File: config.mk
export PLATFORM = sky130hd
export DESIGN_NAME = wb_slot_mux_flat
export DESIGN_NICKNAME = d
export VERILOG_FILES = /design/src/rtl/wb_slot_mux_if.sv /design/src/rtl/wb_slot_mux.sv /design/src/flat_wrapper.sv
export SDC_FILE = /design/constraint.sdc
export NUM_CORES = 1
export LEC_CHECK = 0
export BUFFER_PORTS_ARGS = -buffer_cell sky130_fd_sc_hd__buf_2
export CORE_MARGIN = 2
export CORE_UTILIZATION = 28
export DETAILED_ROUTE_END_ITERATION = 10
export SYNTH_ARGS = -nofsm -noshare
export SYNTH_HDL_FRONTEND = slang
export SYNTH_SLANG_ARGS = --single-unit
export TNS_END_PERCENT = 5
File: constraint.sdc
create_clock -name wb_clk_i -period 2.27 [get_ports wb_clk_i]
set_clock_uncertainty 0.2 [all_clocks]
set_input_delay 0.227 -clock wb_clk_i [delete_from_list [all_inputs] [get_ports wb_clk_i]]
set_output_delay 0.227 -clock wb_clk_i [all_outputs]
set_load 0.01 [all_outputs]
File: src/rtl/wb_slot_mux_if.sv
// Wishbone slave-port bundle between the management SoC and wb_slot_mux.
// The master modport is the SoC side and the slave modport is the interconnect side.
interface wb_slot_mux_if;
   logic        wbs_cyc_i;
   logic        wbs_stb_i;
   logic        wbs_we_i;
   logic [3:0]  wbs_sel_i;
   logic [31:0] wbs_adr_i;
   logic [31:0] wbs_dat_i;
   logic        wbs_ack_o;
   logic [31:0] wbs_dat_o;

   modport master (
      output wbs_cyc_i, wbs_stb_i, wbs_we_i, wbs_sel_i, wbs_adr_i, wbs_dat_i,
      input  wbs_ack_o, wbs_dat_o
   );

   modport slave (
      input  wbs_cyc_i, wbs_stb_i, wbs_we_i, wbs_sel_i, wbs_adr_i, wbs_dat_i,
      output wbs_ack_o, wbs_dat_o
   );
endinterface

File: src/rtl/wb_slot_mux.sv
// Wishbone slot interconnect: decodes the SoC slave port into NSLOTS fixed-size
// slot windows plus one local control window. It forwards one transaction at a time,
// answers unmapped addresses itself and aggregates edge-triggered interrupts.
// Optional feature: define WB_SLOT_MUX_TIMEOUT_EN to abort slots that never ack
// (TO_FLAG/TO_SLOT in STATUS, user_irq[1]).
module wb_slot_mux #(
   parameter int unsigned NSLOTS  = 4,
   parameter int unsigned SLOT_AW = 12,
   parameter logic [31:0] BASE    = 32'h3000_0000,
   parameter int unsigned TIMEOUT = 255,
   parameter int unsigned NIRQ    = 8
) (
   input  logic                   wb_clk_i,
   input  logic                   wb_rst_ni,
   wb_slot_mux_if.slave           wbs,
   output logic [NSLOTS-1:0]      s_cyc_o,
   output logic [NSLOTS-1:0]      s_stb_o,
   output logic                   s_we_o,
   output logic [3:0]             s_sel_o,
   output logic [SLOT_AW-1:0]     s_adr_o,
   output logic [31:0]            s_dat_o,
   input  logic [NSLOTS-1:0]      s_ack_i,
   input  logic [32*NSLOTS-1:0]   s_dat_i,
   input  logic [NIRQ-1:0]        irq_src_i,
   output logic [2:0]             user_irq
);

   typedef enum logic [1:0] {ST_IDLE, ST_FWD, ST_LOCAL, ST_ACK} state_t;

   localparam logic [31:0]        DAT_UNMAPPED = 32'hBADA_DD00;
   localparam logic [31:0]        DAT_TIMEOUT  = 32'hDEAD_0000;
   localparam logic [SLOT_AW-3:0] WORD_PEND    = (SLOT_AW-2)'(0);
   localparam logic [SLOT_AW-3:0] WORD_MASK    = (SLOT_AW-2)'(1);
   localparam logic [SLOT_AW-3:0] WORD_STATUS  = (SLOT_AW-2)'(2);

   state_t              r_state, w_state_nxt;
   logic [SLOT_AW-1:0]  r_adr;
   logic [31:0]         r_wdat;
   logic [3:0]          r_sel;
   logic                r_we;
   logic [3:0]          r_idx;
   logic                r_is_ctrl;
   logic [31:0]         r_rdat;
   logic [NIRQ-1:0]     r_pend, r_mask, r_src_d;

   logic                w_req, w_mapped, w_is_slot, w_is_ctrl;
   logic [31:0]         w_off, w_idx;
   logic [NSLOTS-1:0]   w_onehot;
   logic                w_slot_ack;
   logic [31:0]         w_slot_dat;
   logic                w_timeout, w_to_irq;
   logic [31:0]         w_status, w_local_rdat, w_wmask;
   logic                w_reg_wr;
   logic [SLOT_AW-3:0]  w_word;
   logic [NIRQ-1:0]     w_pend_clr, w_mask_nxt;

   // Address decode of the incoming request into slot / control / unmapped.
   always_comb begin
      w_req     = wbs.wbs_cyc_i & wbs.wbs_stb_i;
      w_off     = wbs.wbs_adr_i - BASE;
      w_idx     = w_off >> SLOT_AW;
      w_mapped  = (wbs.wbs_adr_i >= BASE);
      w_is_slot = w_mapped && (w_idx < NSLOTS);
      w_is_ctrl = w_mapped && (w_idx == NSLOTS);
   end

   // Select the latched slot: one-hot strobe vector, its ack and its read-data slice.
   always_comb begin
      // NOTE: every combinational output gets a default first, so no path leaves it unassigned and infers a latch.
      w_onehot   = '0;
      w_slot_ack = 1'b0;
      w_slot_dat = '0;
      for (int k = 0; k < NSLOTS; k++) begin
         if (r_idx == 4'(k)) begin
            w_onehot[k] = 1'b1;
            w_slot_ack  = s_ack_i[k];
            w_slot_dat  = s_dat_i[32*k +: 32];
         end
      end
   end

`ifdef WB_SLOT_MUX_TIMEOUT_EN
   logic [15:0] r_cnt;
   logic        r_to_flag;
   logic [2:0]  r_to_slot;

   // The counter holds the number of FWD edges already spent, so the TIMEOUT-th one aborts.
   assign w_timeout = ((r_cnt + 16'd1) == 16'(TIMEOUT));
   assign w_status  = {25'd0, r_to_slot, 3'd0, r_to_flag};
   assign w_to_irq  = r_to_flag;

   // Wait counter plus sticky timeout flag and the slot that caused it.
   always_ff @(posedge wb_clk_i or negedge wb_rst_ni) begin
      if (!wb_rst_ni) begin
         r_cnt     <= '0;
         r_to_flag <= 1'b0;
         r_to_slot <= '0;
      end else begin
         if (r_state == ST_IDLE && w_req)
            r_cnt <= '0;
         else if (r_state == ST_FWD)
            r_cnt <= r_cnt + 16'd1;
         if (r_state == ST_FWD && wbs.wbs_cyc_i && !w_slot_ack && w_timeout) begin
            r_to_flag <= 1'b1;
            r_to_slot <= r_idx[2:0];
         end else if (w_reg_wr && w_word == WORD_STATUS && r_sel[0] && r_wdat[0]) begin
            r_to_flag <= 1'b0;
         end
      end
   end
`else
   assign w_timeout = 1'b0;
   assign w_status  = '0;
   assign w_to_irq  = 1'b0;
`endif

   // FSM state register.
   always_ff @(posedge wb_clk_i or negedge wb_rst_ni) begin
      // NOTE: sequential state uses non-blocking assignments so every flop samples pre-edge values.
      if (!wb_rst_ni) r_state <= ST_IDLE;
      else            r_state <= w_state_nxt;
   end

   // FSM next state: master abort beats slave ack, which beats timeout.
   always_comb begin
      w_state_nxt = r_state;
      case (r_state)
         ST_IDLE:  if (w_req) w_state_nxt = w_is_slot ? ST_FWD : ST_LOCAL;
         ST_FWD:   if (!wbs.wbs_cyc_i)             w_state_nxt = ST_IDLE;
                   else if (w_slot_ack || w_timeout) w_state_nxt = ST_ACK;
         ST_LOCAL: w_state_nxt = wbs.wbs_cyc_i ? ST_ACK : ST_IDLE;
         default:  w_state_nxt = ST_IDLE;
      endcase
   end

   // FSM outputs: decoded from the state flops only, with no input-to-output path.
   always_comb begin
      s_cyc_o       = (r_state == ST_FWD) ? w_onehot : '0;
      s_stb_o       = (r_state == ST_FWD) ? w_onehot : '0;
      wbs.wbs_ack_o = (r_state == ST_ACK);
   end

   assign wbs.wbs_dat_o = r_rdat;
   assign s_we_o        = r_we;
   assign s_sel_o       = r_sel;
   assign s_adr_o       = r_adr;
   assign s_dat_o       = r_wdat;
   assign user_irq      = {1'b0, w_to_irq, |(r_pend & r_mask)};

   // Local register decode and read mux; unmapped accesses read the fixed pattern.
   always_comb begin
      w_word   = r_adr[SLOT_AW-1:2];
      w_reg_wr = (r_state == ST_LOCAL) && wbs.wbs_cyc_i && r_is_ctrl && r_we;
      w_wmask  = {{8{r_sel[3]}}, {8{r_sel[2]}}, {8{r_sel[1]}}, {8{r_sel[0]}}};
      if (!r_is_ctrl)                w_local_rdat = DAT_UNMAPPED;
      else if (w_word == WORD_PEND)   w_local_rdat = 32'(r_pend);
      else if (w_word == WORD_MASK)   w_local_rdat = 32'(r_mask);
      else if (w_word == WORD_STATUS) w_local_rdat = w_status;
      else                            w_local_rdat = '0;
   end

   // Byte-enabled write-1-to-clear for IRQ_PEND and plain write for IRQ_MASK.
   always_comb begin
      w_pend_clr = '0;
      w_mask_nxt = r_mask;
      for (int i = 0; i < NIRQ; i++) begin
         if (w_reg_wr && w_wmask[i] && w_word == WORD_PEND) w_pend_clr[i] = r_wdat[i];
         if (w_reg_wr && w_wmask[i] && w_word == WORD_MASK) w_mask_nxt[i] = r_wdat[i];
      end
   end

   // Request latch and response data capture.
   always_ff @(posedge wb_clk_i or negedge wb_rst_ni) begin
      if (!wb_rst_ni) begin
         r_adr     <= '0;
         r_wdat    <= '0;
         r_sel     <= '0;
         r_we      <= 1'b0;
         r_idx     <= '0;
         r_is_ctrl <= 1'b0;
         r_rdat    <= '0;
      end else begin
         case (r_state)
            ST_IDLE: if (w_req) begin
               r_adr     <= wbs.wbs_adr_i[SLOT_AW-1:0];
               r_wdat    <= wbs.wbs_dat_i;
               r_sel     <= wbs.wbs_sel_i;
               r_we      <= wbs.wbs_we_i;
               r_idx     <= w_idx[3:0];
               r_is_ctrl <= w_is_ctrl;
            end
            ST_FWD: if (wbs.wbs_cyc_i) begin
               if (w_slot_ack)     r_rdat <= w_slot_dat;
               else if (w_timeout) r_rdat <= DAT_TIMEOUT | 32'(r_idx);
            end
            ST_LOCAL: if (wbs.wbs_cyc_i) r_rdat <= w_local_rdat;
            default: ;
         endcase
      end
   end

   // Interrupt edge detection; a new rising edge wins over a same-cycle clear.
   always_ff @(posedge wb_clk_i or negedge wb_rst_ni) begin
      if (!wb_rst_ni) begin
         r_src_d <= '0;
         r_pend  <= '0;
         r_mask  <= '0;
      end else begin
         r_src_d <= irq_src_i;
         r_pend  <= (r_pend & ~w_pend_clr) | (irq_src_i & ~r_src_d);
         r_mask  <= w_mask_nxt;
      end
   end

endmodule
File: src/flat_wrapper.sv
// flat-port wrapper written by rule: the top's interface ports become plain ports
module wb_slot_mux_flat 
#(
   parameter int unsigned NSLOTS  = 4,
   parameter int unsigned SLOT_AW = 12,
   parameter logic [31:0] BASE    = 32'h3000_0000,
   parameter int unsigned TIMEOUT = 255,
   parameter int unsigned NIRQ    = 8
)
  (wb_clk_i, wb_rst_ni, s_cyc_o, s_stb_o, s_we_o, s_sel_o, s_adr_o, s_dat_o, s_ack_i, s_dat_i, irq_src_i, user_irq, wbs_wbs_cyc_i, wbs_wbs_stb_i, wbs_wbs_we_i, wbs_wbs_sel_i, wbs_wbs_adr_i, wbs_wbs_dat_i, wbs_wbs_ack_o, wbs_wbs_dat_o);
  wb_slot_mux_if wbs_i ();
  input  logic wb_clk_i;
  input  logic wb_rst_ni;
  output logic [NSLOTS-1:0] s_cyc_o;
  output logic [NSLOTS-1:0] s_stb_o;
  output logic s_we_o;
  output logic [3:0] s_sel_o;
  output logic [SLOT_AW-1:0] s_adr_o;
  output logic [31:0] s_dat_o;
  input  logic [NSLOTS-1:0] s_ack_i;
  input  logic [32*NSLOTS-1:0] s_dat_i;
  input  logic [NIRQ-1:0] irq_src_i;
  output logic [2:0] user_irq;
  input wire logic [$bits(wbs_i.wbs_cyc_i)-1:0] wbs_wbs_cyc_i;
  input wire logic [$bits(wbs_i.wbs_stb_i)-1:0] wbs_wbs_stb_i;
  input wire logic [$bits(wbs_i.wbs_we_i)-1:0] wbs_wbs_we_i;
  input wire logic [$bits(wbs_i.wbs_sel_i)-1:0] wbs_wbs_sel_i;
  input wire logic [$bits(wbs_i.wbs_adr_i)-1:0] wbs_wbs_adr_i;
  input wire logic [$bits(wbs_i.wbs_dat_i)-1:0] wbs_wbs_dat_i;
  output wire logic [$bits(wbs_i.wbs_ack_o)-1:0] wbs_wbs_ack_o;
  output wire logic [$bits(wbs_i.wbs_dat_o)-1:0] wbs_wbs_dat_o;
  assign wbs_i.wbs_cyc_i = wbs_wbs_cyc_i;
  assign wbs_i.wbs_stb_i = wbs_wbs_stb_i;
  assign wbs_i.wbs_we_i = wbs_wbs_we_i;
  assign wbs_i.wbs_sel_i = wbs_wbs_sel_i;
  assign wbs_i.wbs_adr_i = wbs_wbs_adr_i;
  assign wbs_i.wbs_dat_i = wbs_wbs_dat_i;
  assign wbs_wbs_ack_o = wbs_i.wbs_ack_o;
  assign wbs_wbs_dat_o = wbs_i.wbs_dat_o;
  wb_slot_mux #(.NSLOTS(NSLOTS), .SLOT_AW(SLOT_AW), .BASE(BASE), .TIMEOUT(TIMEOUT), .NIRQ(NIRQ)) u_core (.wb_clk_i(wb_clk_i), .wb_rst_ni(wb_rst_ni), .wbs(wbs_i), .s_cyc_o(s_cyc_o), .s_stb_o(s_stb_o), .s_we_o(s_we_o), .s_sel_o(s_sel_o), .s_adr_o(s_adr_o), .s_dat_o(s_dat_o), .s_ack_i(s_ack_i), .s_dat_i(s_dat_i), .irq_src_i(irq_src_i), .user_irq(user_irq));
endmodule
Word level (Yosys, flattened, before mapping)
Cells that the tools add are included.
Widths: inputs -> output; s select.
{"block": "totals", "output_inout_bits": 93, "elab_cells": 84, "inputBits": 213, "reg_bits": 112}
{"block": "op_classes", "add_sub_neg": 1, "reduce_logical": 16, "n_bitwise": 7, "eq_ne": 13, "mux": 34, "order_cmp": 2}
{"cell": "$mux 32", "n": 8}
{"cell": "$pmux 32 s2", "n": 1}
{"cell": "$ge 32x30->1 const B", "n": 1}
{"cell": "$sub 32x30->32 const B", "n": 1}
{"cell": "$and 8x8->8", "n": 3}
{"cell": "$eq 20x3->1 const B", "n": 1}
{"cell": "$lt 20x3->1 const B", "n": 1}
{"cell": "$mux 1", "n": 16}
{"cell": "$mux 8", "n": 2}
{"cell": "$not 8->8", "n": 2}
{"cell": "$eq 10x1->1 const B", "n": 1}
{"cell": "$logic_not 10->1", "n": 1}
{"cell": "$mux 2", "n": 5}
{"cell": "$eq 4x2->1 const B", "n": 2}
{"cell": "$logic_and 1x1->1", "n": 8}
{"cell": "$or 8x8->8", "n": 1}
{"cell": "$reduce_or 8->1", "n": 1}
{"cell": "$pmux 2 s3", "n": 1}
{"cell": "$eq 2x2->1 const B", "n": 2}
{"cell": "$eq 4x1->1 const B", "n": 1}
{"cell": "$logic_not 4->1", "n": 1}
{"cell": "$mux 4", "n": 1}
{"cell": "$ne 2x1->1 const B", "n": 2}
{"cell": "$ne 2x2->1 const B", "n": 2}
{"cell": "7 further kinds", "n": 8}

Depth between registers and ports, before layout
{"block": "depth", "depth_word": 10, "depth_mapped": 8, "mapped_depth_nobuf": 7}

Worst setup path after synthesis
No wires, ideal clock.
{"block": "synth_timing", "path_kind": "reg2reg", "startpoint": "reg u_core.r_adr[3], in the netlist u_core.s_adr_o[3]", "endpoint": "reg u_core.r_pend[0]", "setup_ps": 122, "path_buffers": 1, "t_required_ps": 1948, "period_less_slack_ps": 2373, "stages_incl_launch_ff": 7, "arrival_time_ps": 2051, "slack_ps": -103, "path_cell_list": "dfrtp_1 -> or4_1 -> or3_1 -> or4_4 -> buf_6 -> o21ai_2 -> o21ai_1"}
{"block": "synth_via", "elab_chain_cells": 6}
{"element": "start, declared", "line_no": "wb_slot_mux.sv:37", "rtl": "logic [SLOT_AW-1:0] r_adr;"}
{"element": "start signal, assigned", "line_no": "wb_slot_mux.sv:185", "rtl": "r_adr <= wbs.wbs_adr_i[SLOT_AW-1:0];"}
{"element": "$logic_not 10->1", "line_no": "wb_slot_mux.sv:167", "rtl": "if (w_reg_wr && w_wmask[i] && w_word == WORD_PEND) w_pend_clr[i] = r_wdat[i];"}
{"element": "$logic_and 1x1->1", "line_no": "wb_slot_mux.sv:167"}
{"element": "$mux 1", "line_no": "wb_slot_mux.sv:167"}
{"element": "$not 8->8", "line_no": "wb_slot_mux.sv:210", "rtl": "r_pend <= (r_pend & ~w_pend_clr) | (irq_src_i & ~r_src_d);"}
{"element": "$and 8x8->8", "line_no": "wb_slot_mux.sv:210"}
{"element": "$or 8x8->8", "line_no": "wb_slot_mux.sv:210"}
{"element": "end signal, assigned", "line_no": "wb_slot_mux.sv:210"}
{"element": "end, declared", "line_no": "wb_slot_mux.sv:44", "rtl": "logic [NIRQ-1:0] r_pend, r_mask, r_src_d;"}
No other way between the ends.
A chain may end at the register's enable or synchronous reset.

Worst setup path after layout
{"block": "layout_timing", "startpoint": "reg u_core.r_adr[3], in the netlist u_core.s_adr_o[3]", "endpoint": "reg u_core.r_pend[2]"}
The elaborated chain is that of the path after synthesis.

==> key figures <==
Setup path
  • Crit. End Element: register
  • Slowest-stage cell, CP: or4_4
  • Worst r2r src: u_core.s_adr_o[3]
  • Max stage delay on crit path: 0.54 ns
  • Crit-path cells: or4_1 -> or3_4 -> or4_4 -> o21ai_2 -> o21ai_1
  • CP startpoint kind: register
  • CP Class: register to register
  • Critical path arrival: 2.40 ns
  • Buf/Inv on CP: 0
  • CP Launch Point: u_core.s_adr_o[3]
  • Crit-path leading delay family: simple AND/OR/NAND/NOR gates
  • Req. time, crit path: 2.31 ns
  • CP Max Fanout: 8

Timing
  • Worst slew pin tran: 0.7091 ns
  • Setup TNS: -1.031 ns
  • Final Max Tran Viols: 0
  • # setup viols final: 19
  • Final Cycle Share: 103.8%
  • Tmin final: 2.355 ns
  • Hold slack: 0.09645 ns
  • Fmax: 424.6 MHz
  • Final worst slack: -0.08524 ns
  • Slew margin rel.: 52.47%
  • Final hold vios: 0
  • RSZ-0062 raised after global routing: yes

Routing
  • # DRC: 0
  • Routed via count: 5,235
  • Post-route ant nets: 0
  • Final wirelength: 18,750 um
  • Iter 0 DRT Violations: 159
  • Router iterations before antenna repair: 4
  • Via density per instance: 4.645
  • Per-cell routed wire length: 16.64 um

Finish
  • Non-filler instance count after layout: 1,127
  • Layout cells sized above 1: 55.32%
  • Final Cell Area: 8656 sq um
  • Layout area overhead: 51.05%
  • Final #Nets: 1,067

Logic synthesis
  • Synth unique cells: 41
  • Post-synthesis sequential element count: 112
  • Synth warn: 0
  • Post-synth EDFFs: 0
  • Main flop type after synthesis: dfrtp_1
  • Top-count cell post-synth: dfrtp_1
  • Synth area leader: dfrtp_1
  • Mean Syn Cell Area: 11.82 sq um
  • Post-Syn Instances: 485
  • Most instantiated cells after synthesis: dfrtp_1 (112), mux2_2 (94), o21ai_0 (43), mux2i_1 (39), clkbuf_1 (23)
  • Async S/R FF share, synth: 100.0%
  • Share of the synthesized area in the top cell type: 48.91%
  • Synthesized area: 5730 sq um
  • Largest cells by area after synthesis: dfrtp_1 (49%), mux2_2 (18%), mux2i_1 (6.8%), o21ai_0 (3.8%), mux4_2 (3.1%)
  • Sequential fraction of the synthesis area: 48.91%

Place
  • Post-DP HPWL: 13,980 um
  • Port bufs: 303
  • Cell Area, Placed: 7690 sq um
  • Placed insts: 1,047
  • Gp weighted congestion: 0.7765

Pwr
  • Maximum vdd drop: 0.5015 mV
  • Reported leakage power: 0.004264 uW
  • Pwr dens: 1111 nW/um^2
  • Total power: 9615 uW

Floorplanning
  • Initial core utilization: 28.41%
  • Core region area: 20,170 sq um
  • Die height: 147.1 um
  • Die W: 147.1 um
  • # IOs: 306
  • Die Footprint: 21,630 sq um
  • Cell row count: 52

Clock network
  • Root buffer cell: clkbuf_16
  • Clock transition at path regs: 0.08 ns
  • CTS tree: done
  • Clk buf depth: 2
  • Clk sinks: 112
  • Clock Latency Late Sink: 0.35 ns
  • Htree depth: 3
  • Post-CTS setup buffer count: 0
  • Num CTS Buffers: 9

Global routing
  • Global-route wire length before repair: 29,060 um
  • Initial antenna violation count: 2
  • Vias in the first global route: 5,399
  • Total track usage: 17.10%
  • Largest net degree at the start of global routing: 56
  • GRT Residual Overflow: 0

Hold path
  • Hold WC Path Type: primary input to register
  • Worst hold start: s_dat_i[107]

Job
  • Max_cap viols: 0

Status
  • Failing checks: negative setup slack
  • Status: finished with violations
-- path summary, 6_finish.rpt --
| kind | to | slack (ns) | cells after the start |
|---|---|---|---|
| hold / removal | u_core.wbs.wbs_dat_o[11] | 0.1 | 4 |
| min in group asynchronous | u_core.wbs.wbs_dat_o[2] | 0.19 | 2 |
| setup reg to reg | u_core.r_pend[2] | -0.09 | 5 |
| max in group asynchronous | u_core.wbs.wbs_dat_o[10] | 1.05 | 3 |
| setup / recovery | u_core.r_pend[2] | -0.09 | 5 |
| hold reg to reg | u_core.r_pend[4] | 0.20 | 1 |
-- what timing repair did --
item / CTS / global route
pin swaps: 0 / 0
endpoints found under the setup margin: 27 / 45
resized for setup: 4 / 9
hold buffers: 62 / 0
endpoints found under the hold margin: 102 / 0
-- logic make-up (layout without fill, tap and decap cells) --
| kind of cell | Yosys count | in the layout | synth area share (%) |
|---|---|---|---|
| compound gates | 107 | 107 | 11.38 |
| mux | 141 | 141 | 28.43 |
| simple gates | 62 | 62 | 5.873 |
| buf+inv | 58 | 427 | 4.476 |
| fa+ha+maj | 4 | 4 | 0.8734 |
| flops | 112 | 112 | 48.91 |
| other cells | 1 | 4 | 0.06544 |
-- placed cells by master, fill, tap and decap left out, drive strengths merged, types with 3 or more instances in the layout --
cell	n
clkinv	3
inv	22
ha	4
mux2	94
mux2i	39
nor3b	4
or4	4
clkbuf	10
buf	330
nor2	12
a22oi	5
mux4	8
o22ai	21
dlygate4sd3	62
a21oi	3
or3	3
o21ai	59
nor3	6
o31ai	14
nand2	16
dfrtp	112
-- metrics by stage --
stage               utilization (%)  setup slack (ns)
finish                        42.92          -0.08524
global route                  42.92           -0.1462
CTS                           42.74          -0.08278
detailed placement            38.13           -0.1271
global placement              38.13          -0.08852
floorplan                         -          -0.04580
-- tightest hold or removal path, cell delays in order --
cell and delay (ns):
buf_2 0.08, a221oi_1 0.06, a21oi_1 0.11, mux2_2 0.14
-- layout make-up --
cell class	instances	area, sq um
flip-flops and latches	112	2806
fillers	1944	11510
diodes	2	5.005
clock buffers	10	239.0
well taps	270	337.8
multi-input cells	316	2729
repair buffers	392	2409
inverters	19	71.32
clock inverters	6	58.81
-- flip-flops by register name, indices dropped and copies added, names as in the netlist --
| signal | flops |
|---|---|
| u_core.s_dat_o | 32 |
| u_core.s_we_o | 1 |
| u_core.s_adr_o | 12 |
| u_core.r_mask | 8 |
| u_core.r_pend | 8 |
| u_core.s_sel_o | 4 |
| u_core.r_src_d | 8 |
| u_core.r_state | 2 |
| u_core.r_is_ctrl | 1 |
| u_core.r_idx | 4 |
| u_core.wbs.wbs_dat_o | 32 |
-- report_power, final --
part | switching (uW) | internal [uW]
clock | 805 | 803
sequential | 479 | 2750
combinational | 2400 | 2380
total | 3680 | 5930
-- metal layers --
layer	global-route usage [%]	vias to the layer above	wire length, um
li1	-	2496	-
met1	20.87	2521	7892
met2	30.40	207	9449
met3	4.161	11	1212
met4	4.231	0	198
met5	0	-	0
No activity file was read; power rests on OpenSTA's default activity.
